==> src/rtl/rtc_bus_sequencer.sv <==
// Sequences all transactions on the multiplexed RTC address/data bus: power-up init,
// IRQ acknowledge writes, user register writes and a periodic register read sweep.
module rtc_bus_sequencer #(
    parameter int unsigned T_PHASE  = 4,
    parameter int unsigned SCAN_DIV = 100000
) (
    input  logic       CLK,
    input  logic       RST,
    input  logic       wr_req,
    input  logic [7:0] wr_addr,
    input  logic       irq_evt,
    output logic       wr_ack,
    output logic       init_done,
    output logic       busy,
    output logic [7:0] ADRESS,
    output logic       BEnv_Adress,
    output logic       BEnv_Data,
    output logic       BRes_Data,
    output logic       CS_n,
    output logic       RD_n,
    output logic       WR_n,
    output logic       AD
);

    localparam int unsigned CW = (T_PHASE > 1) ? $clog2(T_PHASE) : 1;
    localparam int unsigned TW = (SCAN_DIV > 1) ? $clog2(SCAN_DIV) : 1;
    localparam logic [CW-1:0] PH_LAST    = CW'(T_PHASE - 1);
    localparam logic [CW-1:0] PH_PRELAST = CW'(T_PHASE - 2);
    localparam logic [TW-1:0] TIMER_LAST = TW'(SCAN_DIV - 1);

    typedef enum logic [2:0] {S_IDLE, S_ADDR, S_GAP1, S_DATA, S_GAP2} state_t;
    typedef enum logic [2:0] {G_NONE, G_INIT, G_IRQ, G_USER, G_SCAN} grant_t;

    state_t        state_q;
    logic [CW-1:0] cnt_q;
    logic          is_read_q;
    logic          is_user_q;
    logic [1:0]    init_cnt_q;
    logic          irq_pend_q;
    logic          irq_second_q;
    logic          wr_pend_q;
    logic [7:0]    wr_addr_q;
    logic          sweep_pend_q;
    logic [3:0]    scan_idx_q;
    logic [TW-1:0] timer_q;

    grant_t        grant_d;
    logic [7:0]    start_adr_d;
    logic [7:0]    scan_adr_c;

    // Requests seen this cycle count immediately so IDLE can start on the next edge.
    wire phase_last_c  = (cnt_q == PH_LAST);
    wire end_c         = (state_q == S_GAP2) && phase_last_c;
    wire arb_c         = (state_q == S_IDLE) || end_c;
    wire timer_wrap_c  = (timer_q == TIMER_LAST);
    wire init_req_c    = (init_cnt_q != 2'd2);
    wire irq_eff_c     = irq_pend_q | irq_evt;
    wire wr_eff_c      = wr_pend_q | wr_req;
    wire sweep_eff_c   = sweep_pend_q | timer_wrap_c;
    wire [7:0] wr_addr_eff_c = wr_req ? wr_addr : wr_addr_q;

    always_comb begin
        case (scan_idx_q)
            4'd0:    scan_adr_c = 8'h21;
            4'd1:    scan_adr_c = 8'h22;
            4'd2:    scan_adr_c = 8'h23;
            4'd3:    scan_adr_c = 8'h24;
            4'd4:    scan_adr_c = 8'h25;
            4'd5:    scan_adr_c = 8'h26;
            4'd6:    scan_adr_c = 8'h41;
            4'd7:    scan_adr_c = 8'h42;
            default: scan_adr_c = 8'h43;
        endcase
    end

    // Fixed-priority arbitration, only between transactions.
    always_comb begin
        grant_d     = G_NONE;
        start_adr_d = 8'h00;
        if (arb_c) begin
            if (init_req_c) begin
                grant_d     = G_INIT;
                start_adr_d = 8'h02;
            end else if (irq_eff_c) begin
                grant_d     = G_IRQ;
                start_adr_d = irq_second_q ? 8'h00 : 8'h01;
            end else if (wr_eff_c) begin
                grant_d     = G_USER;
                start_adr_d = wr_addr_eff_c;
            end else if (sweep_eff_c) begin
                grant_d     = G_SCAN;
                start_adr_d = scan_adr_c;
            end
        end
    end

    // Pending-request bookkeeping and the sweep timer.
    always_ff @(posedge CLK or posedge RST) begin
        if (RST) begin
            init_cnt_q   <= 2'd0;
            irq_pend_q   <= 1'b0;
            irq_second_q <= 1'b0;
            wr_pend_q    <= 1'b0;
            wr_addr_q    <= 8'h00;
            sweep_pend_q <= 1'b0;
            scan_idx_q   <= 4'd0;
            timer_q      <= '0;
            init_done    <= 1'b0;
        end else begin
            timer_q      <= timer_wrap_c ? '0 : timer_q + TW'(1);
            irq_pend_q   <= irq_eff_c;
            wr_pend_q    <= wr_eff_c;
            wr_addr_q    <= wr_addr_eff_c;
            sweep_pend_q <= sweep_eff_c;
            case (grant_d)
                G_INIT: init_cnt_q <= init_cnt_q + 2'd1;
                G_IRQ: begin
                    irq_second_q <= ~irq_second_q;
                    if (irq_second_q) irq_pend_q <= irq_evt;
                end
                G_USER: wr_pend_q <= 1'b0;
                G_SCAN: begin
                    if (scan_idx_q == 4'd8) begin
                        scan_idx_q   <= 4'd0;
                        sweep_pend_q <= 1'b0;
                    end else begin
                        scan_idx_q   <= scan_idx_q + 4'd1;
                    end
                end
                default: ;
            endcase
            if (end_c && (init_cnt_q == 2'd2)) init_done <= 1'b1;
        end
    end

    // Bus phase FSM with registered strobes; a grant overrides the phase update.
    always_ff @(posedge CLK or posedge RST) begin
        if (RST) begin
            state_q     <= S_IDLE;
            cnt_q       <= '0;
            is_read_q   <= 1'b0;
            is_user_q   <= 1'b0;
            busy        <= 1'b0;
            ADRESS      <= 8'h00;
            BEnv_Adress <= 1'b0;
            BEnv_Data   <= 1'b0;
            BRes_Data   <= 1'b0;
            CS_n        <= 1'b1;
            RD_n        <= 1'b1;
            WR_n        <= 1'b1;
            AD          <= 1'b1;
            wr_ack      <= 1'b0;
        end else begin
            BRes_Data <= 1'b0;
            wr_ack    <= 1'b0;
            cnt_q     <= phase_last_c ? '0 : cnt_q + CW'(1);
            case (state_q)
                S_IDLE: cnt_q <= '0;
                S_ADDR: begin
                    if (phase_last_c) begin
                        state_q     <= S_GAP1;
                        CS_n        <= 1'b1;
                        WR_n        <= 1'b1;
                        AD          <= 1'b1;
                        BEnv_Adress <= 1'b0;
                    end
                end
                S_GAP1: begin
                    if (phase_last_c) begin
                        state_q   <= S_DATA;
                        CS_n      <= 1'b0;
                        RD_n      <= ~is_read_q;
                        WR_n      <= is_read_q;
                        BEnv_Data <= ~is_read_q;
                    end
                end
                S_DATA: begin
                    if (is_read_q && (cnt_q == PH_PRELAST)) BRes_Data <= 1'b1;
                    if (phase_last_c) begin
                        state_q   <= S_GAP2;
                        CS_n      <= 1'b1;
                        RD_n      <= 1'b1;
                        WR_n      <= 1'b1;
                        BEnv_Data <= 1'b0;
                    end
                end
                S_GAP2: begin
                    if (is_user_q && (cnt_q == PH_PRELAST)) wr_ack <= 1'b1;
                    if (phase_last_c) begin
                        state_q <= S_IDLE;
                        busy    <= 1'b0;
                    end
                end
                default: state_q <= S_IDLE;
            endcase
            if (grant_d != G_NONE) begin
                state_q     <= S_ADDR;
                cnt_q       <= '0;
                busy        <= 1'b1;
                ADRESS      <= start_adr_d;
                is_read_q   <= (grant_d == G_SCAN);
                is_user_q   <= (grant_d == G_USER);
                CS_n        <= 1'b0;
                AD          <= 1'b0;
                WR_n        <= 1'b0;
                RD_n        <= 1'b1;
                BEnv_Adress <= 1'b1;
                BEnv_Data   <= 1'b0;
            end
        end
    end

endmodule

==> config.mk <==
export PLATFORM = sky130hd
export DESIGN_NAME = rtc_bus_sequencer
export DESIGN_NICKNAME = d
export VERILOG_FILES = /design/src/rtl/rtc_bus_sequencer.sv
export SDC_FILE = /design/constraint.sdc
export NUM_CORES = 1
export LEC_CHECK = 0
export BUFFER_PORTS_ARGS = -buffer_cell sky130_fd_sc_hd__buf_2
export CAP_MARGIN = 20
export CORE_MARGIN = 2
export CORE_UTILIZATION = 58
export DETAILED_ROUTE_END_ITERATION = 16
export PLACE_DENSITY = 0.79
export SKIP_LAST_GASP = 1
export SLEW_MARGIN = 30
export SYNTH_ARGS = -nofsm -noshare
export SYNTH_HDL_FRONTEND = slang
export SYNTH_SLANG_ARGS = --single-unit
==> constraint.sdc <==
create_clock -name CLK -period 4.5 [get_ports CLK]
set_clock_uncertainty 0.1 [all_clocks]
set_input_delay 0.45 -clock CLK [delete_from_list [all_inputs] [get_ports CLK]]
set_output_delay 0.45 -clock CLK [all_outputs]
set_load 0.01 [all_outputs]
==> impl_results.md, run 1 <==
* Core area at 0.004723 mm^2
* CTS tree: built
* GR Overflow Total at 0
* CTS root buffer: clkbuf_8
* Pin count of the biggest net entering global routing at 61
* Main synth FF type: dfrtp_1
* Crit-path cells: ha_1 -> and4_1 -> and4_1 -> o31ai_4 -> o221a_2
* Outcome: complete, no violations
* Distinct cells, synth at 56
* Most used cell, CP: and4_1
* Initial antenna violation count at 0
* Setup crit end: WR_n
* CTS Buf Count at 9
* Depth of the CTS H-tree at 3
* Boundary pin count at 30
* CP startpoint: timer_q[0]
* Die ar. at 0.005503 mm^2
* Delay-heaviest family, CP: compound AO/OA/AOI/OAI gates
* Worst Max-Slew Pin Slew at 721.9 ps
* First-pass GRT wire length at 9087 um
* Clk_lat worst skew at 340 ps
* Die Ht at 74.18 um
* Critical R2R Launch: timer_q[0]
* Reg2reg path depth at 5
* TNS Setup at 0 ps
* Fmax achieved at 425.5 MHz
* Cell Area, Synth at 0.002856 mm^2
* Synth async-reset ratio at 100.0%
* Worst path max stage delay at 620 ps
* Initial drt markers at 189
* Effective utilization at floorplan at 60.48%
* Final Max Tran Viols at 0
* Placed insts at 338
* Drt total wl at 5321 um
* Final Critical Period at 2350 ps
* HPWL Detailed at 3509 um
* Via count at 2008
* CP Buf/Inv Count at 0
* PwrDens at 377.3 mW/mm^2
* Final Power at 0.001238 W
* Drt first pass iters at 4
* Largest fanout on the critical path at 15
* Syn Area/Cell at 11.29 um^2
* Vias in the first global route at 1922
* WL/cell at 15.03 um
* Most frequent cells in the layout: dfrtp_1 (56), buf_2 (29), nor2_1 (21)
* Setup Buffers After CTS at 0
* Hold buffer count at CTS at 0
* Worst VDD drop at 0.2145 mV
* Worst path depth at 5
* Clock buffer depth at 2
* Die Wd at 74.18 um
* EDFF count, synth at 0
* Row count at 25
* FILL cells at 337
* Post-Synthesis Cells at 253
* Non-Filler Instances at 354
* Max_cap viols at 0
* Flop-to-flop setup slack at 2150 ps
* Yosys top cell by area: dfrtp_1
* Area Overhead vs Synth at 14.89%
* GRT Util Overall at 22.11%
* CP max stage cell: o31ai_4
* Worst-path clk slew at 80 ps
* # setup viols final at 0
* Seq/Total Area, Yosys at 52.74%
* Final period utilization at 52.22%
* Clock Sink Count at 60
* Post-CTS Resized at 0
* Worst EP required at 4690 ps
* Post-route DRC violation count at 0
* Final Hold Viols at 0
* Worst min path class: in -> async
* I/O Buffers at 29
* Share of cells above drive strength 1 at 24.74%
* Synth top area cells: dfrtp_1 (49%), mux2_2 (4.7%), dfstp_2 (3.7%)
* Slew headroom at 51.87%
* LEAKAGE at 1.488 nW
* RR Endpoint: WR_n
* RSZ-0062 raised after global routing: false
* Detail Route Antenna Nets at 0
* Post-Syn Nets at 271
* Register area at 0.001506 mm^2
* CP Launch Type: flip-flop
* Syn. warnings at 0
* RePlAce Congestion at 0.8537
* Diodes inserted at 0
* Crit path kind: reg -> reg
* Nets at 300
* Commonest non-fill, non-tap cell in the layout: dfrtp_1
* Post-synth top area share at 49.06%
* Post-synthesis register bit count at 60
* Via density at 5.672
* CP endpoint kind: flip-flop
* Critical Path AT at 2540 ps
* Multi-input gate area at 0.001229 mm^2
## per-layer routing
metal / vias to the layer above / wire length (um) / GRT usage, %
met1: 984 / 2488 / 30.36
met2: 52 / 2512 / 33.73
li1: 964 / - / -
met5: - / 0 / 0
met4: 0 / 80 / 9.091
met3: 8 / 239 / 5.691
## final cells by class
cell class                      count  share of cell area (%)
Timing Repair Buffer               30                   4.651
Clock inverter                      6                   4.117
Inverter                           10                   1.144
Sequential cell                    60                   45.90
Tap cell                           67                   2.554
Multi-Input combinational cell    171                   37.44
Clock buffer                       10                   4.194
## synth_stat cells, types with 2 or more instances
cell	count
dfrtp_1	56
nor2_1	21
nand2_1	19
mux2_2	12
o21ai_0	11
inv_1	10
nor3_1	8
xor2_1	8
buf_2	7
ha_1	6
nand4_1	6
xnor2_1	6
a21oi_1	5
and3_1	5
nand3_1	5
and4_1	4
buf_6	4
dfstp_2	4
nand2b_1	4
nor3b_1	4
a21o_1	3
a22o_1	3
mux2i_1	3
nor2b_1	3
a221o_1	2
o211ai_1	2
o221ai_1	2
or2_2	2
## report_power, final
part	internal (W)	total [W]	switching, W
Sequential	0.000547	0.000550	0.00000275
Combinational	0.0000123	0.0000306	0.0000183
Clock	0.000439	0.000658	0.000219
## worst reg2reg max path: cells and delay by family, from the launching register on
| kind | cells | cell delay, ps |
|---|---|---|
| flip-flops | 1 | 390 |
| AND/OR/NAND/NOR | 2 | 670 |
| AO/OA/AOI/OAI | 2 | 920 |
| adder cells (fa/ha/maj) | 1 | 230 |
## per-stage QoR
stage                     setup slack (ps)  hold WS [ps]  util (%)  instance area (um^2)
after floorplan                       2472         321.6         -                  2856
after global placement                2210         335.6     63.71                  3009
after detailed placement              2168         347.5     63.71                  3009
after CTS                             2149         233.6     69.48                  3282
after global routing                  2021         259.7     69.48                  3282
final                                 2150         214.5     69.48                  3282
## worst min-delay path by stage
stage | from | to | slack (ps)
after floorplan | timer_q[0] | timer_q[0] | 320
after global placement | timer_q[0] | timer_q[0] | 340
after detailed placement | timer_q[0] | timer_q[0] | 350
after CTS | RST | irq_second_q | 230
after global routing | wr_addr[1] | wr_addr_q[1] | 260
final | RST | irq_second_q | 210
## cell families (layout without fill, tap and decap cells)
logic type,count (synthesis),in the layout,synth area share [%]
adders and majority gates,6,6,2.628
buffers and inverters,22,56,4.249
xor gates and xnor gates,14,14,4.293
and+or+nand+nor,94,94,19.23
DFF,60,60,52.74
muxes,15,15,5.782
AOI/OAI and AO/OA,42,42,11.08
## sequential cells by signal (all words and copies together), names as in the netlist
signal	cells
cnt_q	2
state_q	3
init_done	1
wr_pend_q	1
is_user_q	1
wr_ack	1
RD_n	1
BRes_Data	1
ADRESS	8
init_cnt_q	2
AD	1
CS_n	1
is_read_q	1
BEnv_Adress	1
BEnv_Data	1
irq_pend_q	1
timer_q	17
busy	1
scan_idx_q	4
irq_second_q	1
WR_n	1
wr_addr_q	8
sweep_pend_q	1
No activity file was read; power rests on OpenSTA's default activity.
==> inputs of run 2 (changes only) <==
--- a/config.mk
+++ b/config.mk
@@ -8,9 +8,9 @@
 export BUFFER_PORTS_ARGS = -buffer_cell sky130_fd_sc_hd__buf_2
 export CAP_MARGIN = 20
 export CORE_MARGIN = 2
-export CORE_UTILIZATION = 58
+export CORE_UTILIZATION = 52
 export DETAILED_ROUTE_END_ITERATION = 16
-export PLACE_DENSITY = 0.79
+export PLACE_DENSITY = 0.75
 export SKIP_LAST_GASP = 1
 export SLEW_MARGIN = 30
 export SYNTH_ARGS = -nofsm -noshare
==> constraint.sdc (replaced) <==
create_clock -name CLK -period 1.95 [get_ports CLK]
set_clock_uncertainty 0.1 [all_clocks]
set_input_delay 0.195 -clock CLK [delete_from_list [all_inputs] [get_ports CLK]]
set_output_delay 0.195 -clock CLK [all_outputs]
set_load 0.01 [all_outputs]
==> impl_results.md, run 2 (synthesis results as in run 1) <==
* CP max stage cell: dfrtp_1
* Effective utilization at floorplan at 54.88%
* CTS Buf Count at 9
* Worst EP required at 2070 ps
* # setup viols final at 0
* Vias in the first global route at 2123
* GR Overflow Total at 0
* Largest Register: timer_q
* Multi-input gate area at 0.001236 mm^2
* Part of the power in the clock network at 42.9%
* GR Layer Usage met3 at 6.322%
* Detail Route Antenna Nets at 0
* Core area at 0.005205 mm^2
* Clk_lat worst skew at 340 ps
* TNS Setup at 0 ps
* Die Wd at 78.12 um
* Row count at 26
* Gate power share at 3.5%
* Share of cells above drive strength 1 at 31.33%
* Final Critical Period at 1874 ps
* Die Ht at 78.12 um
* LEAKAGE at 1.605 nW
* Switching pwr at 0.0005061 W
* Critical Path AT at 2000 ps
* Clock Sink Count at 60
* Placed cell area at 0.003236 mm^2
* CTS tree: built
* GRT Util Overall at 21.63%
* Largest fanout on the critical path at 7
* Switching share of total power at 21.34%
* Grt met2 use at 33.10%
* WHS at 11.96 ps
* Initial antenna violation count at 0
* Most frequent cells in the layout: dfrtp_1 (56), buf_2 (29), buf_4 (27)
* Worst path max stage delay at 360 ps
* Clock buffer depth at 2
* Setup Buffers After CTS at 0
* Final Max Tran Viols at 0
* Crit-path cells: ha_1 -> and4_4 -> and4_4 -> o21a_1 -> mux2_2
* Most used cell, CP: and4_4
* FILL cells at 406
* Register area at 0.001506 mm^2
* Diodes inserted at 0
* Initial drt markers at 133
* Fmax achieved at 533.7 MHz
* Post-route DRC violation count at 0
* Nets at 329
* Drt first pass iters at 6
* Cell-internal power at 0.001865 W
* Worst-path clk slew at 60 ps
* Boundary pin count at 30
* Commonest non-fill, non-tap cell in the layout: dfrtp_1
* Fin area at 0.003438 mm^2
* Gr busiest metal: met2
* Die ar. at 0.006102 mm^2
* Area Overhead vs Synth at 20.37%
* RePlAce Congestion at 0.8075
* PwrDens at 689.6 mW/mm^2
* Outcome: complete, no violations
* WL/cell at 15.09 um
* Pin count of the biggest net entering global routing at 27
* First-pass GRT wire length at 10090 um
* Max_cap viols at 0
* Seq pwr share at 53.6%
* Slew headroom at 63.83%
* Depth of the CTS H-tree at 3
* Via count at 2131
* Final period utilization at 96.09%
* Final Hold Viols at 0
* GR Util met1 at 28.98%
* Largest register FFs at 17
* Drt total wl at 5823 um
* Worst VDD drop at 0.4911 mV
* Via density at 5.521
* Worst min path class: in -> reg
* CP Launch Type: flip-flop
* Largest regs: timer_q: 17 flops, ADRESS: 8 flops, wr_addr_q: 8 flops
* HPWL Detailed at 4282 um
* CTS root buffer: clkbuf_8
* Worst Max-Slew Pin Slew at 541.7 ps
* Crit path kind: reg -> reg
* I/O Buffers at 29
* RSZ-0062 raised after global routing: true
* CP endpoint kind: flip-flop
==> run 2: layout make-up <==
cell class,count,share of cell area [%]
flip-flops and latches,60,43.81
multi-input cells,171,35.95
repair buffers,59,11.32
clock buffers,15,5.131
well taps,70,2.547
inverters,10,1.092
clock inverters,1,0.1456
==> run 2: worst paths after layout <==
kind / to / slack (ps) / from / depth (start not counted)
max: scan_idx_q[0] / 80 / timer_q[0] / 5
min: wr_addr_q[3] / 10 / wr_addr[3] / 2
max reg2reg: scan_idx_q[0] / 80 / timer_q[0] / 5
min reg2reg: cnt_q[0] / 360 / cnt_q[0] / 1
max in group asynchronous: timer_q[4] / 820 / RST / 4
min in group asynchronous: wr_addr_q[4] / 350 / RST / 3
==> run 2: repair_timing <==
item / in CTS / in global routing
gates resized for setup: 2 / 5
endpoints found under the hold margin: 20 / 0
hold buffers: 1 / 0
setup endpoints to repair: 20 / 17
==> run 2: metal layers <==
metal / up-vias / wire length [um]
met5: - / 0
met4: 0 / 118
met3: 13 / 297
met2: 57 / 2684
met1: 1036 / 2723
li1: 1025 / -
==> run 2: metrics by stage <==
step | power (W) | util [%] | worst slack (ps) | std cells
3_5_place_dp | 0.001377 | 62.16 | -82.36 | 369
2_1_floorplan | 0.001337 | - | 17.80 | 253
5_1_grt | 0.002475 | 66.06 | -22.69 | 386
6_report | 0.002371 | 66.06 | 76.34 | 386
4_1_cts | 0.002398 | 65.89 | 21.46 | 386
3_3_place_gp | 0.001374 | 62.16 | -9.738 | 369
==> run 2: power groups by stage <==
stage / combinational, W / clock, W / sequential, W
2_1_floorplan: 0.0000461 / 0 / 0.00129
3_3_place_gp: 0.0000820 / 0 / 0.00129
3_5_place_dp: 0.0000842 / 0 / 0.00129
4_1_cts: 0.0000854 / 0.00104 / 0.00127
5_1_grt: 0.0000935 / 0.00111 / 0.00127
6_report: 0.0000824 / 0.00102 / 0.00127
==> run 2: worst max-delay path: cells and delay by family (launching register included) <==
| family | cells | cell delay (ps) |
|---|---|---|
| and+or+nand+nor | 2 | 560 |
| adders and majority gates | 1 | 180 |
| AOI/OAI and AO/OA | 1 | 210 |
| muxes | 1 | 350 |
| DFF | 1 | 360 |
==> inputs of run 3 (changes only) <==
--- a/config.mk
+++ b/config.mk
@@ -10,7 +10,7 @@
 export CORE_MARGIN = 2
 export CORE_UTILIZATION = 52
 export DETAILED_ROUTE_END_ITERATION = 16
-export PLACE_DENSITY = 0.75
+export PLACE_DENSITY = 0.86
 export SKIP_LAST_GASP = 1
 export SLEW_MARGIN = 30
 export SYNTH_ARGS = -nofsm -noshare
==> impl_results.md, run 3 (synthesis results as in run 1) <==
* Row count at 26
* WL/cell at 15.28 um
* Via count at 2183
* Outcome: complete, no violations
* Fmax achieved at 531.4 MHz
* Largest regs: timer_q: 17 flops, ADRESS: 8 flops, wr_addr_q: 8 flops
* First-pass GRT wire length at 10090 um
* Boundary pin count at 30
* Setup Buffers After CTS at 0
* GRT Util Overall at 21.67%
* Drt first pass iters at 4
* Largest register FFs at 17
* CTS tree: built
* Pin count of the biggest net entering global routing at 29
* Largest Register: timer_q
* Die Ht at 78.12 um
* Clk_lat worst skew at 340 ps
* Max_cap viols at 0
* Via density at 5.583
* Register area at 0.001506 mm^2
* Slew headroom at 60.17%
* Final Hold Viols at 0
* Final period utilization at 96.50%
* RePlAce Congestion at 0.8258
* RSZ-0062 raised after global routing: false
* Die ar. at 0.006102 mm^2
* Share of cells above drive strength 1 at 31.15%
* Vias in the first global route at 2256
* Final Max Tran Viols at 0
* Initial antenna violation count at 0
* Post-route DRC violation count at 0
* CP Launch Type: input port
* CTS Buf Count at 9
* Worst EP required at 2070 ps
* LEAKAGE at 1.642 nW
* Detail Route Antenna Nets at 0
* CTS root buffer: clkbuf_8
* Core area at 0.005205 mm^2
* Critical Path AT at 2010 ps
* Depth of the CTS H-tree at 3
* Worst Max-Slew Pin Slew at 596.6 ps
* Drt total wl at 5976 um
* Crit path kind: in -> reg
* Worst min path class: in -> reg
* Final Critical Period at 1882 ps
* Die Wd at 78.12 um
* Most frequent cells in the layout: dfrtp_1 (56), buf_2 (29), buf_4 (26)
* Diodes inserted at 0
* Worst-path clk slew at 70 ps
* GR Overflow Total at 0
* Area Overhead vs Synth at 24.27%
* I/O Buffers at 29
* Clock Sink Count at 60
* HPWL Detailed at 4216 um
* Placed cell area at 0.003221 mm^2
* Effective utilization at floorplan at 54.88%
* Placed insts at 367
* Non-Filler Instances at 391
* Worst VDD drop at 0.5877 mV
* Initial drt markers at 83
* FILL cells at 376
* TNS Setup at 0 ps
* Fin area at 0.003550 mm^2
* CP endpoint kind: flip-flop
* # setup viols final at 0
* Commonest non-fill, non-tap cell in the layout: dfrtp_1
* Nets at 334
* Clock buffer depth at 2
* PwrDens at 738.7 mW/mm^2
* Largest fanout on the critical path at 5
* Multi-input gate area at 0.001250 mm^2
-- run 3: cell count changes in the layout (fill, tap and decap cells not counted), moves of 2 or more --
cell	before	now
bufinv_16	0	2
and4_1	1	3
and4_4	3	1
clkbuf_1	3	1
dlygate4sd3_1	1	8
-- run 3: path summary, 6_finish.rpt --
check | startpoint | cells past startpoint | to | slack, ps
min | wr_addr[3] | 2 | wr_addr_q[3] | 20
min in group asynchronous | RST | 3 | irq_pend_q | 370
min reg2reg | timer_q[0] | 1 | timer_q[0] | 360
max in group asynchronous | RST | 4 | WR_n | 750
max reg2reg | cnt_q[0] | 6 | scan_idx_q[2] | 80
max | irq_evt | 7 | scan_idx_q[2] | 70
-- run 3: final cells by class --
type / instances / area share (%)
inverters: 10 / 1.057
flip-flops and latches: 60 / 42.44
well taps: 70 / 2.467
multi-input cells: 171 / 35.21
repair buffers: 64 / 12.41
clock inverters: 4 / 2.044
clock buffers: 12 / 4.371
-- run 3: power by group --
group | switching [W] | internal [W]
sequential | 0.00000574 | 0.00126
clock | 0.000474 | 0.000787
combinational | 0.0000473 | 0.0000443
-- run 3: per-stage QoR --
| step | utilization [%] | setup slack [ps] | total power (W) | hold WS [ps] |
|---|---|---|---|---|
| global route | 68.20 | 14.93 | 0.002721 | 2.330 |
| CTS | 67.81 | 26.38 | 0.002650 | 1.860 |
| global placement | 61.88 | 70.20 | 0.001370 | 201.3 |
| floorplan | - | 17.80 | 0.001337 | 187.3 |
| finish | 68.20 | 68.23 | 0.002622 | 17.01 |
| detailed placement | 61.88 | -60.04 | 0.001373 | 192.7 |
-- run 3: critical path, cell delays in order --
cell           delay (ps)
dlygate4sd3_1         530
buf_2                 150
nor4_4                240
and4_1                340
buf_4                 150
o211ai_1              100
mux2_2                290
-- run 3: layer usage --
metal / global-route usage, % / wire length (um) / part of all wire, %
met5: 0 / 0 / 0
met4: 9.474 / 115 / 1.9
met3: 7.241 / 261 / 4.4
met2: 37.67 / 3136 / 52
met1: 24.20 / 2463 / 41
-- run 3: repair_timing --
action,4_1_cts,5_1_grt
resized for setup,1,4
pin swaps,0,1
hold buffers,8,0
endpoints found under the hold margin,32,0
endpoints found under the setup margin,3,21
